File: config.mk
export PLATFORM = sky130hd
export DESIGN_NAME = memory_stage
export DESIGN_NICKNAME = d
export VERILOG_FILES = /design/src/rtl/cpu_pkg.sv /design/src/rtl/load_align.sv /design/src/rtl/memory_stage.sv
export SDC_FILE = /design/constraint.sdc
export NUM_CORES = 1
export LEC_CHECK = 0
export BUFFER_PORTS_ARGS = -buffer_cell sky130_fd_sc_hd__clkbuf_2
export CAP_MARGIN = 15
export CORE_ASPECT_RATIO = 1.4
export CORE_MARGIN = 2
export CORE_UTILIZATION = 52
export DETAILED_ROUTE_END_ITERATION = 8
export PLACE_DENSITY_LB_ADDON = 0.1
export SYNTH_ARGS = -nofsm -noshare
export SYNTH_HDL_FRONTEND = slang
export SYNTH_SLANG_ARGS = --single-unit
export TNS_END_PERCENT = 20
File: constraint.sdc
create_clock -name clk -period 9.1 [get_ports clk]
set_input_delay 0.455 -clock clk [delete_from_list [all_inputs] [get_ports clk]]
set_output_delay 0.455 -clock clk [all_outputs]
set_load 0.05 [all_outputs]
File: src/rtl/cpu_pkg.sv
// Shared types for the memory stage: load/store funct3 encodings, stage FSM states, bus geometry.
// Latency: n/a (types, constants and a pure helper function only).
// Backpressure: n/a.
package cpu_pkg;

   localparam int ADDR_WIDTH              = 32;
   localparam int DATA_WIDTH              = 32;
   localparam int NUM_REGISTERS           = 32;
   localparam int REGISTER_INDEXING_WIDTH = $clog2(NUM_REGISTERS);
   localparam int NUM_LANES               = DATA_WIDTH / 8;

   typedef enum logic [2:0] {
      LB  = 3'd0,
      LH  = 3'd1,
      LW  = 3'd2,
      LBU = 3'd4,
      LHU = 3'd5
   } load_funct3_t;

   typedef enum logic [2:0] {
      SB = 3'd0,
      SH = 3'd1,
      SW = 3'd2
   } store_funct3_t;

   typedef enum logic [1:0] {
      EMPTY,
      REQUEST,
      RESPONSE,
      DONE
   } memory_state_t;

   // True when funct3 names a real load (is_load=1) or store (is_load=0) width.
   function automatic logic funct3_legal(input logic is_load, input logic [2:0] funct3);
      if (is_load) begin
         return (funct3 == LB) || (funct3 == LH) || (funct3 == LW) ||
                (funct3 == LBU) || (funct3 == LHU);
      end
      return (funct3 == SB) || (funct3 == SH) || (funct3 == SW);
   endfunction

endpackage

File: src/rtl/load_align.sv
// Extracts the addressed byte/half/word from a bus response word and sign/zero extends it.
// Latency: purely combinational.
// Backpressure: none; output follows inputs.
module load_align
   import cpu_pkg::*;
(
   input  logic [2:0]            funct3,
   input  logic [1:0]            offset,
   input  logic [DATA_WIDTH-1:0] word,
   output logic [DATA_WIDTH-1:0] value
);

   logic [7:0]  byte_sel;
   logic [15:0] half_sel;

   // Pick the lane named by the low address bits, then extend by access width.
   always_comb begin
      case (offset)
         2'd0:    byte_sel = word[7:0];
         2'd1:    byte_sel = word[15:8];
         2'd2:    byte_sel = word[23:16];
         default: byte_sel = word[31:24];
      endcase
      half_sel = offset[1] ? word[31:16] : word[15:0];
      case (funct3)
         LB:      value = {{24{byte_sel[7]}}, byte_sel};
         LBU:     value = {24'h0, byte_sel};
         LH:      value = {{16{half_sel[15]}}, half_sel};
         LHU:     value = {16'h0, half_sel};
         default: value = word;
      endcase
   end

endmodule

File: src/rtl/memory_stage.sv
// Memory pipeline stage: passes ALU results through, performs loads/stores over a req/resp data port.
// Latency: 1 cycle for non-memory ops; >=3 cycles accept->done_next for memory ops.
// Backpressure: stall_prev held while occupied unless DONE drains this cycle; optional MEMORY_STAGE_MISALIGN_TRAP_EN traps misaligned H/W.
module memory_stage
   import cpu_pkg::*;
(
   input  logic                               clk,
   input  logic                               rst,
   output logic                               stall_prev,
   input  logic                               prev_done,
   input  logic                               next_stall,
   output logic                               done_next,
   output logic [REGISTER_INDEXING_WIDTH-1:0] instruction_writeback_register,
   output logic                               instruction_writeback_enabled,
   input  logic [ADDR_WIDTH-1:0]              program_count_in,
   input  logic                               load_in,
   input  logic                               store_in,
   input  logic [2:0]                         funct_3_in,
   input  logic [REGISTER_INDEXING_WIDTH-1:0] write_register_in,
   input  logic                               writeback_enabled_in,
   input  logic [DATA_WIDTH-1:0]              result_data_in,
   input  logic                               result_data_valid_in,
   input  logic [DATA_WIDTH-1:0]              memory_store_data_in,
   input  logic                               memory_store_data_valid_in,
   output logic                               mem_request_valid,
   input  logic                               mem_request_ready,
   output logic [ADDR_WIDTH-1:0]              mem_address,
   output logic                               mem_write,
   output logic [NUM_LANES-1:0]               mem_byte_enable,
   output logic [DATA_WIDTH-1:0]              mem_write_data,
   input  logic                               mem_response_valid,
   input  logic [DATA_WIDTH-1:0]              mem_response_data,
   output logic [ADDR_WIDTH-1:0]              program_count_out,
   output logic [REGISTER_INDEXING_WIDTH-1:0] write_register_out,
   output logic                               writeback_enabled_out,
   output logic [DATA_WIDTH-1:0]              writeback_data_out,
   output logic                               writeback_data_valid_out,
   output logic                               access_fault_out
);

   memory_state_t                      state_q, state_d;
   logic [ADDR_WIDTH-1:0]              pc_q, pc_d;
   logic                               load_q, load_d;
   logic                               store_q, store_d;
   logic [2:0]                         funct3_q, funct3_d;
   logic [REGISTER_INDEXING_WIDTH-1:0] rd_q, rd_d;
   logic                               wb_en_q, wb_en_d;
   logic [ADDR_WIDTH-1:0]              addr_q, addr_d;
   logic [DATA_WIDTH-1:0]              store_data_q, store_data_d;
   logic [DATA_WIDTH-1:0]              wb_data_q, wb_data_d;
   logic                               wb_vld_q, wb_vld_d;
   logic                               fault_q, fault_d;

   logic                  transfer_prev;
   logic                  transfer_next;
   logic                  mem_op_in;
   logic                  misaligned_in;
   logic                  fault_in;
   logic [DATA_WIDTH-1:0] load_value;
   logic                  unused_ok;

   // Store data validity is implied by the execute stage handing over a store.
   assign unused_ok = memory_store_data_valid_in;

   assign transfer_prev = prev_done && !stall_prev;
   assign transfer_next = done_next && !next_stall;
   assign done_next     = (state_q == DONE);
   assign stall_prev    = rst || ((state_q != EMPTY) && !((state_q == DONE) && transfer_next));

   assign mem_op_in = load_in || store_in;

`ifdef MEMORY_STAGE_MISALIGN_TRAP_EN
   // Halfwords need a[0]==0, words need a[1:0]==0; illegal widths are faulted separately.
   assign misaligned_in = ((funct_3_in[1:0] == 2'd1) && result_data_in[0]) ||
                          ((funct_3_in[1:0] == 2'd2) && (result_data_in[1:0] != 2'b00));
`else
   // Misaligned offsets are truncated by the lane logic instead of trapping.
   assign misaligned_in = 1'b0;
`endif

   assign fault_in = mem_op_in && (!funct3_legal(load_in, funct_3_in) || misaligned_in);

   load_align u_load_align (
      .funct3 (funct3_q),
      .offset (addr_q[1:0]),
      .word   (mem_response_data),
      .value  (load_value)
   );

   // Next-state and capture logic: advance the bus FSM, then take a new instruction if one transfers in.
   always_comb begin
      state_d      = state_q;
      pc_d         = pc_q;
      load_d       = load_q;
      store_d      = store_q;
      funct3_d     = funct3_q;
      rd_d         = rd_q;
      wb_en_d      = wb_en_q;
      addr_d       = addr_q;
      store_data_d = store_data_q;
      wb_data_d    = wb_data_q;
      wb_vld_d     = wb_vld_q;
      fault_d      = fault_q;
      case (state_q)
         REQUEST: begin
            if (mem_request_ready) state_d = RESPONSE;
         end
         RESPONSE: begin
            if (mem_response_valid) begin
               state_d = DONE;
               if (load_q) begin
                  wb_data_d = load_value;
                  wb_vld_d  = 1'b1;
               end
            end
         end
         DONE: begin
            if (transfer_next) begin
               state_d = EMPTY;
               fault_d = 1'b0;
            end
         end
         default: ;
      endcase
      if (transfer_prev) begin
         pc_d         = program_count_in;
         load_d       = load_in;
         store_d      = store_in && !load_in;
         funct3_d     = funct_3_in;
         rd_d         = write_register_in;
         wb_en_d      = writeback_enabled_in;
         addr_d       = result_data_in;
         store_data_d = memory_store_data_in;
         wb_data_d    = result_data_in;
         wb_vld_d     = mem_op_in ? 1'b0 : result_data_valid_in;
         fault_d      = fault_in;
         state_d      = (mem_op_in && !fault_in) ? REQUEST : DONE;
      end
   end

   // State and captured instruction registers; reset empties the stage and drops any bus request.
   always_ff @(posedge clk or posedge rst) begin
      if (rst) begin
         state_q      <= EMPTY;
         pc_q         <= '0;
         load_q       <= 1'b0;
         store_q      <= 1'b0;
         funct3_q     <= '0;
         rd_q         <= '0;
         wb_en_q      <= 1'b0;
         addr_q       <= '0;
         store_data_q <= '0;
         wb_data_q    <= '0;
         wb_vld_q     <= 1'b0;
         fault_q      <= 1'b0;
      end else begin
         state_q      <= state_d;
         pc_q         <= pc_d;
         load_q       <= load_d;
         store_q      <= store_d;
         funct3_q     <= funct3_d;
         rd_q         <= rd_d;
         wb_en_q      <= wb_en_d;
         addr_q       <= addr_d;
         store_data_q <= store_data_d;
         wb_data_q    <= wb_data_d;
         wb_vld_q     <= wb_vld_d;
         fault_q      <= fault_d;
      end
   end

   // Store lane formatting: strobes follow the truncated offset, data is replicated across lanes.
   always_comb begin
      mem_byte_enable = '0;
      mem_write_data  = store_data_q;
      case (funct3_q)
         SB: begin
            mem_byte_enable = 4'b0001 << addr_q[1:0];
            mem_write_data  = {4{store_data_q[7:0]}};
         end
         SH: begin
            mem_byte_enable = 4'b0011 << {addr_q[1], 1'b0};
            mem_write_data  = {2{store_data_q[15:0]}};
         end
         SW: mem_byte_enable = 4'hF;
         default: ;
      endcase
   end

   assign mem_request_valid = (state_q == REQUEST);
   assign mem_address       = {addr_q[ADDR_WIDTH-1:2], 2'b00};
   assign mem_write         = store_q;

   assign instruction_writeback_register = rd_q;
   assign instruction_writeback_enabled  = wb_en_q && (state_q != EMPTY);
   assign program_count_out              = pc_q;
   assign write_register_out             = rd_q;
   assign writeback_enabled_out          = wb_en_q;
   assign writeback_data_out             = wb_data_q;
   assign writeback_data_valid_out       = wb_vld_q;
   assign access_fault_out               = fault_q;

endmodule

After elaboration in Yosys (flattened, before gate mapping)
Index checks and enable logic that the tools add are counted.
{"block": "op_classes", "eq_ne": 16, "n_shift": 2, "n_mux": 26, "reduce_logical": 33}
{"cell": "32-bit 2-to-1 mux", "count": 4}
{"cell": "32-bit one-hot mux with 4 select lines", "count": 1}
{"cell": "32-bit one-hot mux with 2 select lines", "count": 1}
{"cell": "8-bit one-hot mux with 3 select lines", "count": 1}
{"cell": "16-bit 2-to-1 mux", "count": 1}
{"cell": "3-bit equality test, second input constant", "count": 4}
{"cell": "4-bit one-hot mux with 3 select lines", "count": 1}
{"cell": "2-bit nonzero test", "count": 6}
{"cell": "1-bit 2-to-1 mux", "count": 11}
{"cell": "2-bit 2-to-1 mux", "count": 5}
{"cell": "1-bit logical AND", "count": 8}
{"cell": "2-bit equality test, second input constant", "count": 3}
{"cell": "3-bit by 1-bit equality test with 1-bit output, second input constant", "count": 2}
{"cell": "3-bit by 2-bit equality test with 1-bit output, second input constant", "count": 2}
{"cell": "1-bit zero test", "count": 6}
{"cell": "3-bit zero test", "count": 2}
{"cell": "1-bit logical OR", "count": 6}
{"cell": "3-bit by 1-bit inequality test with 1-bit output, second input constant", "count": 2}
{"cell": "2-bit one-hot mux with 3 select lines", "count": 1}
{"cell": "2-bit by 1-bit equality test with 1-bit output, second input constant", "count": 2}
{"cell": "4-bit AND reduction", "count": 1}
{"cell": "4-bit nonzero test", "count": 1}
{"cell": "1-bit by 2-bit left shift with 4-bit output, first input constant", "count": 1}
{"cell": "2-bit by 2-bit left shift with 4-bit output, first input constant", "count": 1}
{"cell": "other kinds (4)", "count": 4}
{"block": "word_totals", "register_bits": 143, "input_bits": 147, "output_inout_bits": 150, "elab_cells": 89}

Longest topological paths before layout
{"block": "logic_depth", "word_depth": 13, "depth_mapped": 7, "mapped_depth_nobuf": 4}

Modules after synthesis
A second synthesis with hierarchy kept.
{"block": "hier_totals", "cells_unflattened": 823, "area_unflattened_um2": 7532.2}
{"module": "memory_stage", "instances": 1, "cells_each": 690, "area_each_um2": 6562.5, "seq_area_each_um2": 3578.4}
{"module": "load_align", "instances": 1, "cells_each": 133, "area_each_um2": 969.7, "seq_area_each_um2": 0.0}

Least setup slack after synthesis
No wires, ideal clock.
{"block": "synth_timing", "path_type": "input-to-output", "from": "input rst", "to": "output stall_prev", "t_arrival_ns": 5.453, "t_required_ns": 8.645, "path_slack_ns": 3.192, "stages": 2, "path_buffers": 0, "path_cell_list": "inv_1 o21ai_0"}
{"block": "synth_via", "elab_chain_cells": 1}
{"item": "start, declared", "line": "memory_stage.sv:8", "rtl": "input logic rst,"}
{"item": "1-bit logical OR", "line": "memory_stage.sv:68", "rtl": "assign stall_prev = rst || ((state_q != EMPTY) && !((state_q == DONE) && transfer_next));"}
{"item": "end, declared", "line": "memory_stage.sv:9", "rtl": "output logic stall_prev,"}
No other way between the ends.

Worst setup path after layout
{"block": "layout_timing", "from": "register state_q[1]", "to": "register wb_data_q[9], in the netlist writeback_data_out[9]"}
{"block": "layout_via", "elab_chain_cells": 10, "elab_cells_between_ends": 15, "cone_classes": "2 x eq/ne; 1 x mux; 12 x reduce/logical"}
{"item": "start, declared", "line": "memory_stage.sv:41", "rtl": "memory_state_t state_q, state_d;"}
{"item": "start signal, assigned", "line": "memory_stage.sv:157", "rtl": "state_q <= state_d;"}
{"item": "2-bit equality test", "line": "memory_stage.sv:67, memory_stage.sv:68"}
{"item": "1-bit logical AND", "line": "memory_stage.sv:66", "rtl": "assign transfer_next = done_next && !next_stall;"}
{"item": "1-bit logical AND", "line": "memory_stage.sv:68"}
{"item": "1-bit zero test", "line": "memory_stage.sv:68"}
{"item": "1-bit logical AND", "line": "memory_stage.sv:68"}
{"item": "1-bit logical OR", "line": "memory_stage.sv:68"}
{"item": "1-bit zero test", "line": "memory_stage.sv:65", "rtl": "assign transfer_prev = prev_done && !stall_prev;"}
{"item": "1-bit logical AND", "line": "memory_stage.sv:65"}
{"item": "2-bit nonzero test (no source line)"}
{"item": "3-bit AND reduction (no source line)"}
{"item": "end signal, assigned", "line": "memory_stage.sv:166", "rtl": "wb_data_q <= wb_data_d;"}
{"item": "end, declared", "line": "memory_stage.sv:50", "rtl": "logic [DATA_WIDTH-1:0] wb_data_q, wb_data_d;"}
Several ways; a longest one is shown, not always the timed one.
A chain may end at the register's enable or synchronous reset.

==> impl_metrics.ini <==
[status]
outcome = finished clean

[clocking]
postCtsResizedCells = 0
post_cts.repair.setup_buffers = 0
cts_max_level = 4
tritoncts_num_sinks = 143
cts_tree = yes
cts_buffers = 17
clk_transition_reported_paths_ns = 0.06
cts_max_path_buffers = 2
ctsRootBufferMaster = sky130_fd_sc_hd__clkbuf_16
holdBufCountCts = 0
clk_latency_ns = 0.41

[cells_and_area]
fin_cells = 1242
multiInputGateArea_mm2 = 0.00295
fillerInstances = 1202
ff_latch_area_mm2 = 0.00358
flow.area_growth_from_synthesis_pct = 25.2
final_net_count = 1195
antennaDiodeCount = 0
post_route_cells_drive_above_1_share_pct = 33.9

[hold_path]
timing.hold.worst.class = input pin to asynchronous set/reset pin

[synthesis]
synth_warnings = 0
synth.top_cells.by_count = sky130_fd_sc_hd__nand2_1 (335), sky130_fd_sc_hd__dfrtp_1 (143), sky130_fd_sc_hd__buf_4 (49)
synth_top_cell_area_share_pct = 50.2
postSynthAreaPerCell_um2 = 8.64
post_synthesis_cell_area_mm2 = 0.00713
synth_edf_count = 0
synthTopCellsByArea = sky130_fd_sc_hd__dfrtp_1 (50%), sky130_fd_sc_hd__nand2_1 (18%), sky130_fd_sc_hd__buf_4 (5.2%)
synth_sequential_area_ratio_pct = 50.2
yosysUniqueCellTypes = 44
synthCells = 825
synth_ff_type = sky130_fd_sc_hd__dfrtp_1
yosys.area.top_type = sky130_fd_sc_hd__dfrtp_1
synthArstFlopShare_pct = 100
synth_seq_cells = 143
synthMostInstantiatedCell = sky130_fd_sc_hd__nand2_1

[setup_path]
cp_data_arrival_time_ns = 3.31
critPathKind = register to register
kind_of_start_point_of_the_critical_path = register
critical_path.max_fanout = 66
cp-end-kind = register
worst_ep_required_time_ns = 9.44

[die]
fp.dieH_um = 143
core_region_area_mm2 = 0.0134
floorplan.die_area_mm2 = 0.0147
io_pins = 297
rows = 50
initial_utilization_pct = 53.3
die_width_um = 103

[timing]
clock_skew_ns = 0.00929
timing.max_slew.rel_slack_pct = 23.9
tightest_slew_ns = 1.14
final_period_minus_worst_setup_slack_ns = 2.97
fin_setup_tns_ns = 0
fin_hold_ws_ns = 0.184
grt_setup_unrepaired = no
final_hold_viol_count = 0
clock.fmax_mhz = 336
slew_viol_final = 0
post-route-period-util_pct = 32.7
setup_viol_count_final = 0

[detailed_routing]
drc_violations = 0
detail_route.wirelength_um = 19700
initialDrtViolationCount = 343
detailroute.via_count = 6369
wl_per_cell_um = 15.9
vias_per_cell = 5.13
first_pass_detailed_route_iteration_total = 4
postRouteAntennaNets = 0

[grt]
antenna_found_initial = 0
grt.overflow.total = 0
grt_start_max_net_pins = 90
grt_pass1_wl_um = 30500
grt_pass1_vias = 6136
track_usage_pct = 26.9

[placement]
hpwl_um = 13900
port_buffers = 293
place.detailed.instances = 1211
place_congestion = 0.820

[job]
max_cap_violations = 0
==> placed cells by master (no fill, tap or decap), types with 8 or more instances in the layout <==
cell and instances:
sky130_fd_sc_hd__a22o_1 9, sky130_fd_sc_hd__dfrtp_1 143, sky130_fd_sc_hd__buf_4 8, sky130_fd_sc_hd__clkbuf_16 17
sky130_fd_sc_hd__nor2_1 26, sky130_fd_sc_hd__o21ai_0 24, sky130_fd_sc_hd__nand3_1 10, sky130_fd_sc_hd__o21a_1 10
sky130_fd_sc_hd__a21oi_1 44, sky130_fd_sc_hd__o21ai_1 22, sky130_fd_sc_hd__nand2_1 335, sky130_fd_sc_hd__mux2_1 8
sky130_fd_sc_hd__mux2_2 14, sky130_fd_sc_hd__clkbuf_2 293, sky130_fd_sc_hd__mux2i_1 17
==> cell families after synthesis <==
kind of cell	share of synthesized area, %
AO/OA/AOI/OAI	11.1
flip-flops	50.2
multiplexers	6.60
other	0.0526
buffers and inverters	8.62
AND/OR/NAND/NOR	23.5
==> final cells by class <==
| type | instances | area share, % |
|---|---|---|
| clock inverter | 12 | 2.06 |
| tap | 182 | 2.55 |
| inverter | 4 | 0.224 |
| clock buffer | 19 | 4.96 |
| multi-input combinational | 581 | 33.0 |
| sequential | 143 | 40.1 |
| timing repair buffer | 301 | 17.1 |
==> state kept, by name, summed over array words and instances (netlist names), 2 cells and up <==
name and count:
writeback_data_out 32, instruction_writeback_register 5, state_q 2, funct3_q 3
store_data_q 32, program_count_out 32, addr_q 32
==> final timing paths <==
path / from / depth (start not counted) / slack (ns) / end
max: state_q[1]$_DFFE_PP0P_ / 6 / 6.13 / writeback_data_out[9]$_DFFE_PP0P_
max reg2reg: state_q[1]$_DFFE_PP0P_ / 6 / 6.13 / writeback_data_out[9]$_DFFE_PP0P_
min: rst / 2 / 0.18 / program_count_out[9]$_DFFE_PP0P_
min reg2reg: mem_write$_DFFE_PP0P_ / 2 / 0.47 / mem_write$_DFFE_PP0P_
min in group clk: write_register_in[2] / 3 / 0.22 / instruction_writeback_register[2]$_DFFE_PP0P_
max in group asynchronous: rst / 3 / 7.62 / store_data_q[12]$_DFFE_PP0P_
==> metrics by stage <==
step / util [%] / cell area, um2 / setup slack [ns]
2_1_floorplan: - / 7130 / 3.19
3_3_place_gp: 62.0 / 8300 / 5.94
3_5_place_dp: 62.0 / 8300 / 5.90
4_1_cts: 66.7 / 8930 / 6.12
5_1_grt: 66.7 / 8930 / 5.93
6_report: 66.7 / 8930 / 6.13
==> worst max-delay path: stages (launching register included) <==
cell                       delay, ns
sky130_fd_sc_hd__dfrtp_1        0.49
sky130_fd_sc_hd__and3b_4        0.26
sky130_fd_sc_hd__o211ai_4       0.64
sky130_fd_sc_hd__buf_4          0.51
sky130_fd_sc_hd__buf_4          0.63
sky130_fd_sc_hd__nand3_1        0.14
sky130_fd_sc_hd__nand4_1        0.13
==> metal layers <==
layer  global-route usage [%]  vias to the layer above  wire, um
li1                         -                     3093         -
met1                     33.2                     3005      7980
met2                     44.2                      229      9760
met3                     7.02                       42      1320
met4                     11.4                        0       683
met5                        0                        -         0
Power is not shown: default switching activity piles up to over one toggle a cycle in this logic, so the estimate is an artifact.
